===== src/rtl/serial_fft_sched_if.sv =====
// Stream interface of serial_fft_sched: sample input (s_*) and bin result output (m_*).
// slave  : the scheduler side
// master : the sample producer / result consumer side
interface serial_fft_sched_if #(
    parameter int X_WIDTH = 16,
    parameter int S_WIDTH = 32,
    parameter int BINS    = 8,
    parameter int CHANELS = 2
);
    logic                         s_valid;
    logic                         s_ready;
    logic [CHANELS*X_WIDTH-1:0]   s_data;
    logic                         m_valid;
    logic                         m_ready;
    logic [$clog2(BINS)-1:0]      m_bin;
    logic                         m_last;
    logic [CHANELS*S_WIDTH-1:0]   m_re;
    logic [CHANELS*S_WIDTH-1:0]   m_im;

    modport slave (
        input  s_valid, s_data, m_ready,
        output s_ready, m_valid, m_bin, m_last, m_re, m_im
    );

    modport master (
        output s_valid, s_data, m_ready,
        input  s_ready, m_valid, m_bin, m_last, m_re, m_im
    );
endinterface


===== src/rtl/serial_fft_sched.sv =====
// Frame scheduler for a serial DFT core: buffers one frame, replays it once per
// bin with the matching twiddle ROM address, and captures each bin result.
// Optional build macro SERIAL_FFT_SCHED_CHECK_EN adds the sticky err output that
// flags a core_counter / sample index disagreement on any issuing cycle.
//
// state | meaning
// IDLE  | one cycle after reset before accepting samples
// LOAD  | s_ready high, frame samples written to mem
// RUN   | frame replayed to the core, one pass per bin
// DRAIN | waiting for the final bin result to be captured
module serial_fft_sched #(
    parameter int X_WIDTH      = 16,
    parameter int S_WIDTH      = 32,
    parameter int FRAME_LENGTH = 8,
    parameter int BINS         = 8,
    parameter int CHANELS      = 2
) (
    input  logic                                clk,
    input  logic                                rstn,
    serial_fft_sched_if.slave                   sif,
    output logic                                core_valid,
    output logic [CHANELS*X_WIDTH-1:0]          core_x,
    output logic [$clog2(FRAME_LENGTH)-1:0]     tw_idx,
    input  logic [$clog2(FRAME_LENGTH)-1:0]     core_counter,
    input  logic [CHANELS*S_WIDTH-1:0]          core_re,
    input  logic [CHANELS*S_WIDTH-1:0]          core_im
`ifdef SERIAL_FFT_SCHED_CHECK_EN
    ,
    output logic                                err
`endif
);
    localparam int NW = $clog2(FRAME_LENGTH);
    localparam int BW = $clog2(BINS);
    localparam logic [NW-1:0] N_LAST = NW'(FRAME_LENGTH - 1);
    localparam logic [BW-1:0] K_LAST = BW'(BINS - 1);
    localparam logic [NW:0]   N_FULL = (NW + 1)'(FRAME_LENGTH);

    typedef enum logic [1:0] {IDLE, LOAD, RUN, DRAIN} state_t;

    state_t                      state_q;
    logic [NW-1:0]               n_q;
    logic [NW-1:0]               acc_q;
    logic [NW-1:0]               acc_d;
    logic [NW:0]                 acc_sum;
    logic [BW-1:0]               k_q;
    logic [CHANELS*X_WIDTH-1:0]  mem_q [FRAME_LENGTH];
    logic                        cap_q;
    logic [BW-1:0]               cap_bin_q;
    logic                        cap_last_q;
    logic                        m_valid_q;
    logic [BW-1:0]               m_bin_q;
    logic                        m_last_q;
    logic [CHANELS*S_WIDTH-1:0]  m_re_q;
    logic [CHANELS*S_WIDTH-1:0]  m_im_q;
    logic                        last_n;
    logic                        issue;
    logic                        beat;

    // The final sample of a bin may only go out when the result slot will be free
    // by the time its capture lands; earlier samples never wait.
    assign last_n = (n_q == N_LAST);
    assign issue  = (state_q == RUN) && (!last_n || !m_valid_q || sif.m_ready);
    assign beat   = (state_q == LOAD) && sif.s_valid;

    assign sif.s_ready = (state_q == LOAD);
    assign core_valid  = issue;
    assign core_x      = issue ? mem_q[n_q] : '0;
    assign tw_idx      = issue ? acc_q : '0;
    assign sif.m_valid = m_valid_q;
    assign sif.m_bin   = m_bin_q;
    assign sif.m_last  = m_last_q;
    assign sif.m_re    = m_re_q;
    assign sif.m_im    = m_im_q;

    // Twiddle address steps by k modulo N; acc+k < 2N so one conditional subtract suffices.
    always_comb begin
        acc_sum = {1'b0, acc_q} + {{(NW + 1 - BW){1'b0}}, k_q};
        if (acc_sum >= N_FULL) begin
            acc_sum = acc_sum - N_FULL;
        end
        acc_d = acc_sum[NW-1:0];
    end

    // Frame buffer, deliberately left out of reset.
    always_ff @(posedge clk) begin
        if (beat) begin
            mem_q[n_q] <= sif.s_data;
        end
    end

    // Sequencer FSM with result capture two cycles after a bin's last sample.
    always_ff @(posedge clk or negedge rstn) begin
        if (!rstn) begin
            state_q    <= IDLE;
            n_q        <= '0;
            k_q        <= '0;
            acc_q      <= '0;
            cap_q      <= 1'b0;
            cap_bin_q  <= '0;
            cap_last_q <= 1'b0;
            m_valid_q  <= 1'b0;
            m_bin_q    <= '0;
            m_last_q   <= 1'b0;
            m_re_q     <= '0;
            m_im_q     <= '0;
        end else begin
            cap_q      <= issue && last_n;
            cap_bin_q  <= k_q;
            cap_last_q <= (k_q == K_LAST);

            if (cap_q) begin
                m_valid_q <= 1'b1;
                m_bin_q   <= cap_bin_q;
                m_last_q  <= cap_last_q;
                m_re_q    <= core_re;
                m_im_q    <= core_im;
            end else if (m_valid_q && sif.m_ready) begin
                m_valid_q <= 1'b0;
            end

            case (state_q)
                IDLE: state_q <= LOAD;
                LOAD: begin
                    if (beat) begin
                        if (last_n) begin
                            n_q     <= '0;
                            k_q     <= '0;
                            acc_q   <= '0;
                            state_q <= RUN;
                        end else begin
                            n_q <= n_q + 1'b1;
                        end
                    end
                end
                RUN: begin
                    if (issue) begin
                        if (last_n) begin
                            n_q   <= '0;
                            acc_q <= '0;
                            if (k_q == K_LAST) begin
                                state_q <= DRAIN;
                            end else begin
                                k_q <= k_q + 1'b1;
                            end
                        end else begin
                            n_q   <= n_q + 1'b1;
                            acc_q <= acc_d;
                        end
                    end
                end
                DRAIN: begin
                    // cap_q is high on the first DRAIN cycle; leave once it has landed.
                    if (!cap_q) begin
                        state_q <= LOAD;
                    end
                end
                default: state_q <= IDLE;
            endcase
        end
    end

`ifdef SERIAL_FFT_SCHED_CHECK_EN
    logic err_q;
    assign err = err_q;

    // Sticky alignment monitor: the core's sample counter must track n on every issue.
    always_ff @(posedge clk or negedge rstn) begin
        if (!rstn) begin
            err_q <= 1'b0;
        end else if (issue && (core_counter != n_q)) begin
            err_q <= 1'b1;
        end
    end
`else
    logic unused_core_counter;
    assign unused_core_counter = ^core_counter;
`endif

endmodule


===== src/flat_wrapper.sv =====
// flat-port wrapper written by rule: the top's interface ports become plain ports
module serial_fft_sched_flat 
#(
    parameter int X_WIDTH      = 16,
    parameter int S_WIDTH      = 32,
    parameter int FRAME_LENGTH = 8,
    parameter int BINS         = 8,
    parameter int CHANELS      = 2
)
  (clk, rstn, core_valid, core_x, tw_idx, core_counter, core_re, core_im, sif_s_valid, sif_s_data, sif_m_ready, sif_s_ready, sif_m_valid, sif_m_bin, sif_m_last, sif_m_re, sif_m_im);
  serial_fft_sched_if #(.X_WIDTH(X_WIDTH), .S_WIDTH(S_WIDTH), .BINS(BINS), .CHANELS(CHANELS)) sif_i ();
  input  logic clk;
  input  logic rstn;
  output logic core_valid;
  output logic [CHANELS*X_WIDTH-1:0] core_x;
  output logic [$clog2(FRAME_LENGTH)-1:0] tw_idx;
  input  logic [$clog2(FRAME_LENGTH)-1:0] core_counter;
  input  logic [CHANELS*S_WIDTH-1:0] core_re;
  input  logic [CHANELS*S_WIDTH-1:0] core_im;
  input wire logic [$bits(sif_i.s_valid)-1:0] sif_s_valid;
  input wire logic [$bits(sif_i.s_data)-1:0] sif_s_data;
  input wire logic [$bits(sif_i.m_ready)-1:0] sif_m_ready;
  output wire logic [$bits(sif_i.s_ready)-1:0] sif_s_ready;
  output wire logic [$bits(sif_i.m_valid)-1:0] sif_m_valid;
  output wire logic [$bits(sif_i.m_bin)-1:0] sif_m_bin;
  output wire logic [$bits(sif_i.m_last)-1:0] sif_m_last;
  output wire logic [$bits(sif_i.m_re)-1:0] sif_m_re;
  output wire logic [$bits(sif_i.m_im)-1:0] sif_m_im;
  assign sif_i.s_valid = sif_s_valid;
  assign sif_i.s_data = sif_s_data;
  assign sif_i.m_ready = sif_m_ready;
  assign sif_s_ready = sif_i.s_ready;
  assign sif_m_valid = sif_i.m_valid;
  assign sif_m_bin = sif_i.m_bin;
  assign sif_m_last = sif_i.m_last;
  assign sif_m_re = sif_i.m_re;
  assign sif_m_im = sif_i.m_im;
  serial_fft_sched #(.X_WIDTH(X_WIDTH), .S_WIDTH(S_WIDTH), .FRAME_LENGTH(FRAME_LENGTH), .BINS(BINS), .CHANELS(CHANELS)) u_core (.clk(clk), .rstn(rstn), .sif(sif_i), .core_valid(core_valid), .core_x(core_x), .tw_idx(tw_idx), .core_counter(core_counter), .core_re(core_re), .core_im(core_im));
endmodule

===== config.mk =====
export PLATFORM = sky130hd
export DESIGN_NAME = serial_fft_sched_flat
export DESIGN_NICKNAME = d
export VERILOG_FILES = /design/src/rtl/serial_fft_sched_if.sv /design/src/rtl/serial_fft_sched.sv /design/src/flat_wrapper.sv
export SDC_FILE = /design/constraint.sdc
export NUM_CORES = 1
export LEC_CHECK = 0
export ABC_CLOCK_PERIOD_IN_PS = 3100
export CAP_MARGIN = 5
export CELL_PAD_IN_SITES_DETAIL_PLACEMENT = 0
export CELL_PAD_IN_SITES_GLOBAL_PLACEMENT = 2
export CORE_MARGIN = 3
export CORE_UTILIZATION = 33
export CTS_CLUSTER_DIAMETER = 100
export CTS_CLUSTER_SIZE = 10
export DETAILED_ROUTE_END_ITERATION = 7
export GPL_TIMING_DRIVEN = 0
export PLACE_DENSITY = 0.8
export SYNTH_ARGS = -nofsm -noshare
export SYNTH_HDL_FRONTEND = slang
export SYNTH_SLANG_ARGS = --single-unit

===== constraint.sdc =====
create_clock -name clk -period 3.1 [get_ports clk]
set_clock_uncertainty 0.2 [all_clocks]
set_input_delay 0.31 -clock clk [delete_from_list [all_inputs] [get_ports clk]]
set_output_delay 0.31 -clock clk [all_outputs]
set_load 0.005 [all_outputs]

# ---- Word-level counts from Yosys, hierarchy flattened
# Memories as Yosys holds them, arrays and structs flattened.
# Cells that the tools add are included.
dict set report word_totals {
  register_bits 149
  wordCells 72
  ram_bits 256
  mem_count 1
  inputBits 167
}
# name words width read_ports rd_clocked_by_memory_dff wr line
set mem_list {}
lappend mem_list {u_core.mem_q 8 32 1 0 1 serial_fft_sched.sv:46} ;# logic [CHANELS*X_WIDTH-1:0] mem_q [FRAME_LENGTH];
dict set report classes {
  muxes 27
  order_cmp 1
  n_eq_ne 12
  n_reduce_logical 15
  addsub 4
}
# operator n
set ops {}
lappend ops {{two-way mux 3 bit} 12}
lappend ops {{two-way mux 32 bit} 1}
lappend ops {{case mux 3 bit (2 select lines)} 3}
lappend ops {{two-way mux 2 bit} 6}
lappend ops {{AND reduction 6 bit} 2}
lappend ops {{!= test 2 x 1 -> 1 bit (second input constant)} 4}
lappend ops {{case mux 2 bit (4 select lines)} 1}
lappend ops {{adder 3 x 1 -> 3 bit (second input constant)} 2}
lappend ops {{equality test 3 bit (second input constant)} 2}
lappend ops {{!= test 2 bit (second input constant)} 3}
lappend ops {{adder 3 x 3 -> 4 bit} 1}
lappend ops {{equality test 2 bit (second input constant)} 2}
lappend ops {{>= comparator 4 bit (second input constant)} 1}
lappend ops {{logical AND 1 bit} 4}
lappend ops {{two-way mux 1 bit} 4}
lappend ops {{AND reduction 4 bit} 1}
lappend ops {{nonzero test 2 bit} 2}
lappend ops {{AND reduction 3 bit} 1}
lappend ops {{subtractor 3 x 1 -> 3 bit (second input constant)} 1}
lappend ops {{equality test 2 x 1 -> 1 bit (second input constant)} 1}
lappend ops {{logical NOT 1 bit} 2}
lappend ops {{logical NOT 2 bit} 1}
lappend ops {{logical OR 1 bit} 2}

# ---- Depth between registers and ports, before layout
dict set report logic_depth {
  word_depth 7
  mapped_depth 7
  ltp_nobuf 6
}

# ---- Least setup slack after synthesis
# Ideal clock, no wire load.
dict set report synth_path {
  path_type {register to register}
  startpoint {register u_core.n_q[2]}
  endpoint {memory u_core.mem_q[4][0] in the netlist's numbering, enable pin}
  setup_slack_ns 0.020
  period_less_slack_ns 3.080
  setup_ns 0.421
  arrival_time_ns 2.459
  path_stages_with_launch 7
  t_required_ns 2.479
  path_cell_list {dfrtp_1 -> buf_4 -> buf_6 -> buf_4 -> buf_2 -> nand3_1 -> nor2_1}
}
# item line
set synth_rtl {}
lappend synth_rtl {{start, declared} serial_fft_sched.sv:41} ;# logic [NW-1:0] n_q;
lappend synth_rtl {{start signal, assigned} serial_fft_sched.sv:131} ;# n_q <= n_q + 1'b1;
lappend synth_rtl {{start signal, assigned} serial_fft_sched.sv:146} ;# n_q <= n_q + 1'b1;
lappend synth_rtl {{end, declared} serial_fft_sched.sv:46}
# Straight into the memory's write port.

# ---- Worst setup path in the final report
dict set report layout_path {
  startpoint {register u_core.n_q[0]}
  endpoint {output port core_x[25]}
}
dict set report layout_between {
  elab_chain_len 6
  elab_cells_between_ends 7
  cone_classes {eq/ne (1); mux (1); reduce/logical (4); memory (1)}
}
# item line
set layout_lines {}
lappend layout_lines {{equality test 3 bit} serial_fft_sched.sv:61} ;# assign last_n = (n_q == N_LAST);
lappend layout_lines {{logical NOT 1 bit} serial_fft_sched.sv:62} ;# assign issue = (state_q == RUN) && (!last_n || !m_valid_q || sif.m_ready);
lappend layout_lines {{logical OR 1 bit (2 in series)} serial_fft_sched.sv:62}
lappend layout_lines {{logical AND 1 bit} serial_fft_sched.sv:62}
lappend layout_lines {{two-way mux 32 bit (*)} serial_fft_sched.sv:67} ;# assign core_x = issue ? mem_q[n_q] : '0;
lappend layout_lines {{end, declared} flat_wrapper.sv:15} ;# output logic [CHANELS*X_WIDTH-1:0] core_x;
# Every way passes the cells marked *; elsewhere a longest branch is shown, timed or not.

==> out/qor.txt <==
status: finished, final reports clean
Final ANT Viol Nets: 0
largest net degree at the start of global routing: 86
Pre-antenna DRT Iters: 4
relative slew slack: 0.429
GR Overflow Total: 0
root buffer cell: clkbuf_16
hpwl dp: 31500 um
Ys Warns: 0
WL/cell: 24.1 um
antenna violations before repair: 5
CP max FO: 6
vias: 9361
Die Span Y: 224 um
routability cong.: 0.762
CP peak stage delay: 440 ps
top-count cell post-synth: edfxtp_1
Port Buffers: 333
max-slew violations: 0
TritonCTS Buffers: 46
share of layout cells above drive strength 1: 0.295
GR Util All Layers: 0.178
WP data required: 2590 ps
crit-path cells: ha_2 -> ha_4 -> and3b_2 -> nor3_4 -> buf_12 -> buf_4 -> buf_4 -> a22o_1 -> clkdlybuf4s15_2
# rows: 79
Comb power frac: 0.380
synthesized area: 15700 um2
max cap viols: 0
clock sinks: 405
asr flop ratio synth: 0.368
share of the synthesized area in the top cell type: 0.489
post-synthesis sequential area ratio: 0.726
Vias/cell: 4.97
peak supply drop: 0.000439 V
dpl ws: -472 ps
synth unique cells: 59
global-route wire length before repair: 66000 um
initial core utilization: 0.336
Yosys reg bits: 405
fin worst setup slack: 54.6 ps
post-synth net total: 1032
die width: 224 um
slowest stage cell, crit path: dfrtp_2
area delta synth->final: 39.1%
Startpoint Class: register
ranking of synthesized cells by area: edfxtp_1 (49%), dfrtp_1 (24%), mux2_2 (11%)
Power Internal: 13.7 mW
DRT Wirelength: 45300 um
drt initial violations: 569
part of the power in registers: 0.379
worst min path class: primary input to register
arrival time worst endpoint: 2540 ps
post-route cell area: 21900 um2
Crit Path Category: register to output port
Static Leak: 8.15 nW
CTS tree: built
Crit path top cell by count: buf_4
crit path time final: 3050 ps
Nets: 1442
worst-skew pair later-pin latency: 560 ps
clock power share: 0.241
drc violations: 0
CTS clk-pin slew, worst paths: 60 ps
Syn Inst Count: 856
core area: 46900 um2
fin crit share: 0.982
RSZ-0062 raised after global routing: true
H-tree Lvls: 2
I/O pin cnt: 337
Die ar.: 50300 um2
vias in the first global route: 9974
transition time of the tightest slew-check pin: 850 ps
Fmax achieved: 0.328 GHz
Avg Inst Size Synth: 18.4 um2
number of synthesized flops with an enable pin: 256
Synth Flop Type: edfxtp_1
final hold vios: 0
Clock Path Buffers: 3
post-synth top area cell: edfxtp_1
final setup fails: 0
dpl cell area: 20100 um2
Net Sw Power: 5.87 mW
Crit. End Element: output port
power per cell area: 895 nW/um2
Post-synth top cells: edfxtp_1 (256), mux2_2 (160), dfrtp_1 (149)
switching share of power: 0.300
cell type report:
| cell class | count | area [um2] |
|---|---|---|
| Tap cell | 607 | 759 |
| Timing Repair Buffer | 366 | 3720 |
| Sequential cell | 405 | 11400 |
| Multi-Input combinational cell | 390 | 4290 |
| Clock inverter | 3 | 36.3 |
| Clock buffer | 52 | 1190 |
| Antenna cell | 2 | 5.00 |
| Buffer | 44 | 409 |
| Fill cell | 4081 | 25000 |
| Inverter | 13 | 58.8 |
state kept, by name (all words and copies together), names as in the netlist:
signal and count:
u_core.sif.m_im 64, u_core.state_q 2, u_core.k_q 3, u_core.sif.m_re 64, u_core.cap_last_q 1, u_core.sif.m_valid 1
u_core.n_q 3, u_core.cap_q 1, u_core.sif.m_bin 3, u_core.cap_bin_q 3, u_core.acc_q 3, u_core.sif.m_last 1
u_core.mem_q 256
per-layer routing:
metal  GRT usage  wire length (um)  share of wire
met5           0                46         0.0010
met4      0.0578              1280          0.028
met3      0.0549              3950          0.087
met2       0.306             22500           0.50
met1       0.213             17500           0.39
kinds of logic after synthesis:
family / after synthesis / synth area share
compound gates: 85 / 0.0432
mux: 210 / 0.172
flops: 405 / 0.726
buf+inv: 61 / 0.0206
fa+ha+maj: 9 / 0.00764
simple gates: 85 / 0.0300
xor+xnor: 1 / 0.000557
power by group through the flow:
stage               Combinational [mW]  Clock [mW]  Sequential, mW
detailed placement                6.91           0            7.53
floorplan                         3.10           0            7.53
finish                            7.44        4.73            7.43
global route                      7.94        5.09            7.57
global placement                  6.74           0            7.52
CTS                               7.48        4.88            7.44
per-stage QoR:
step                hold slack [ps]  total power [mW]  instances  setup TNS [ps]   util
floorplan                      -186              10.6        856               0      -
global placement                259              14.3       1796        -1150670  0.423
detailed placement              251              14.4       1805           -8100  0.429
CTS                             105              19.8       1876            -292  0.466
global route                    119              20.6       1880            -154  0.467
finish                          158              19.6       1882               0  0.467
worst max-delay path: cells and delay by family (launching register included):
kind	cells	cell delay, ps
simple gates	2	430
flops	1	440
fa+ha+maj	2	380
compound gates	1	140
buf+inv	4	580
placed cells by master, fill, tap and decap left out, types with 3 or more instances in the layout:
master,instances
mux4_2,32
nor3_1,4
o221ai_1,18
clkdlybuf4s50_1,297
nand2b_2,3
ha_1,5
o21ai_0,5
nand2_1,8
buf_2,12
clkbuf_1,13
nor2_1,17
edfxtp_1,256
or3_1,5
dfrtp_1,148
buf_8,7
inv_1,8
dlygate4sd2_1,21
a211oi_1,3
a22o_1,10
nand2_4,3
o22ai_1,11
a211oi_4,6
a2111oi_2,4
o31ai_1,4
clkdlybuf4s15_2,3
clkbuf_16,48
nand3_1,6
buf_4,28
mux2_2,160
nand3b_1,3
clkbuf_8,3
buf_6,10
buf_12,9
nand2b_1,3
nor2_4,8
nor2b_1,7
buf_16,4
mux2i_1,17
what timing repair did:
item | CTS | global route
resized for setup | 144 | 21
setup buffers | 18 | 4
cloned | 1 | 0
setup endpoints to repair | 78 | 16
hold buffers | 1 | 0
pin swaps | 10 | 2
endpoints found under the hold margin | 84 | 0
final timing paths:
check,startpoint,to,slack [ps],cells after the start
setup / recovery,u_core.n_q[0],core_x[25],50,9
hold / removal,core_im[28],u_core.sif.m_im[28],160,2
setup reg to reg,u_core.n_q[2],u_core.mem_q[6][22],200,7
hold reg to reg,u_core.k_q[1],u_core.cap_bin_q[1],270,0
max in group asynchronous,rstn,u_core.sif.m_im[27],1690,3
min in group asynchronous,rstn,u_core.sif.m_im[9],200,2
(Power assumes the default switching activity.)
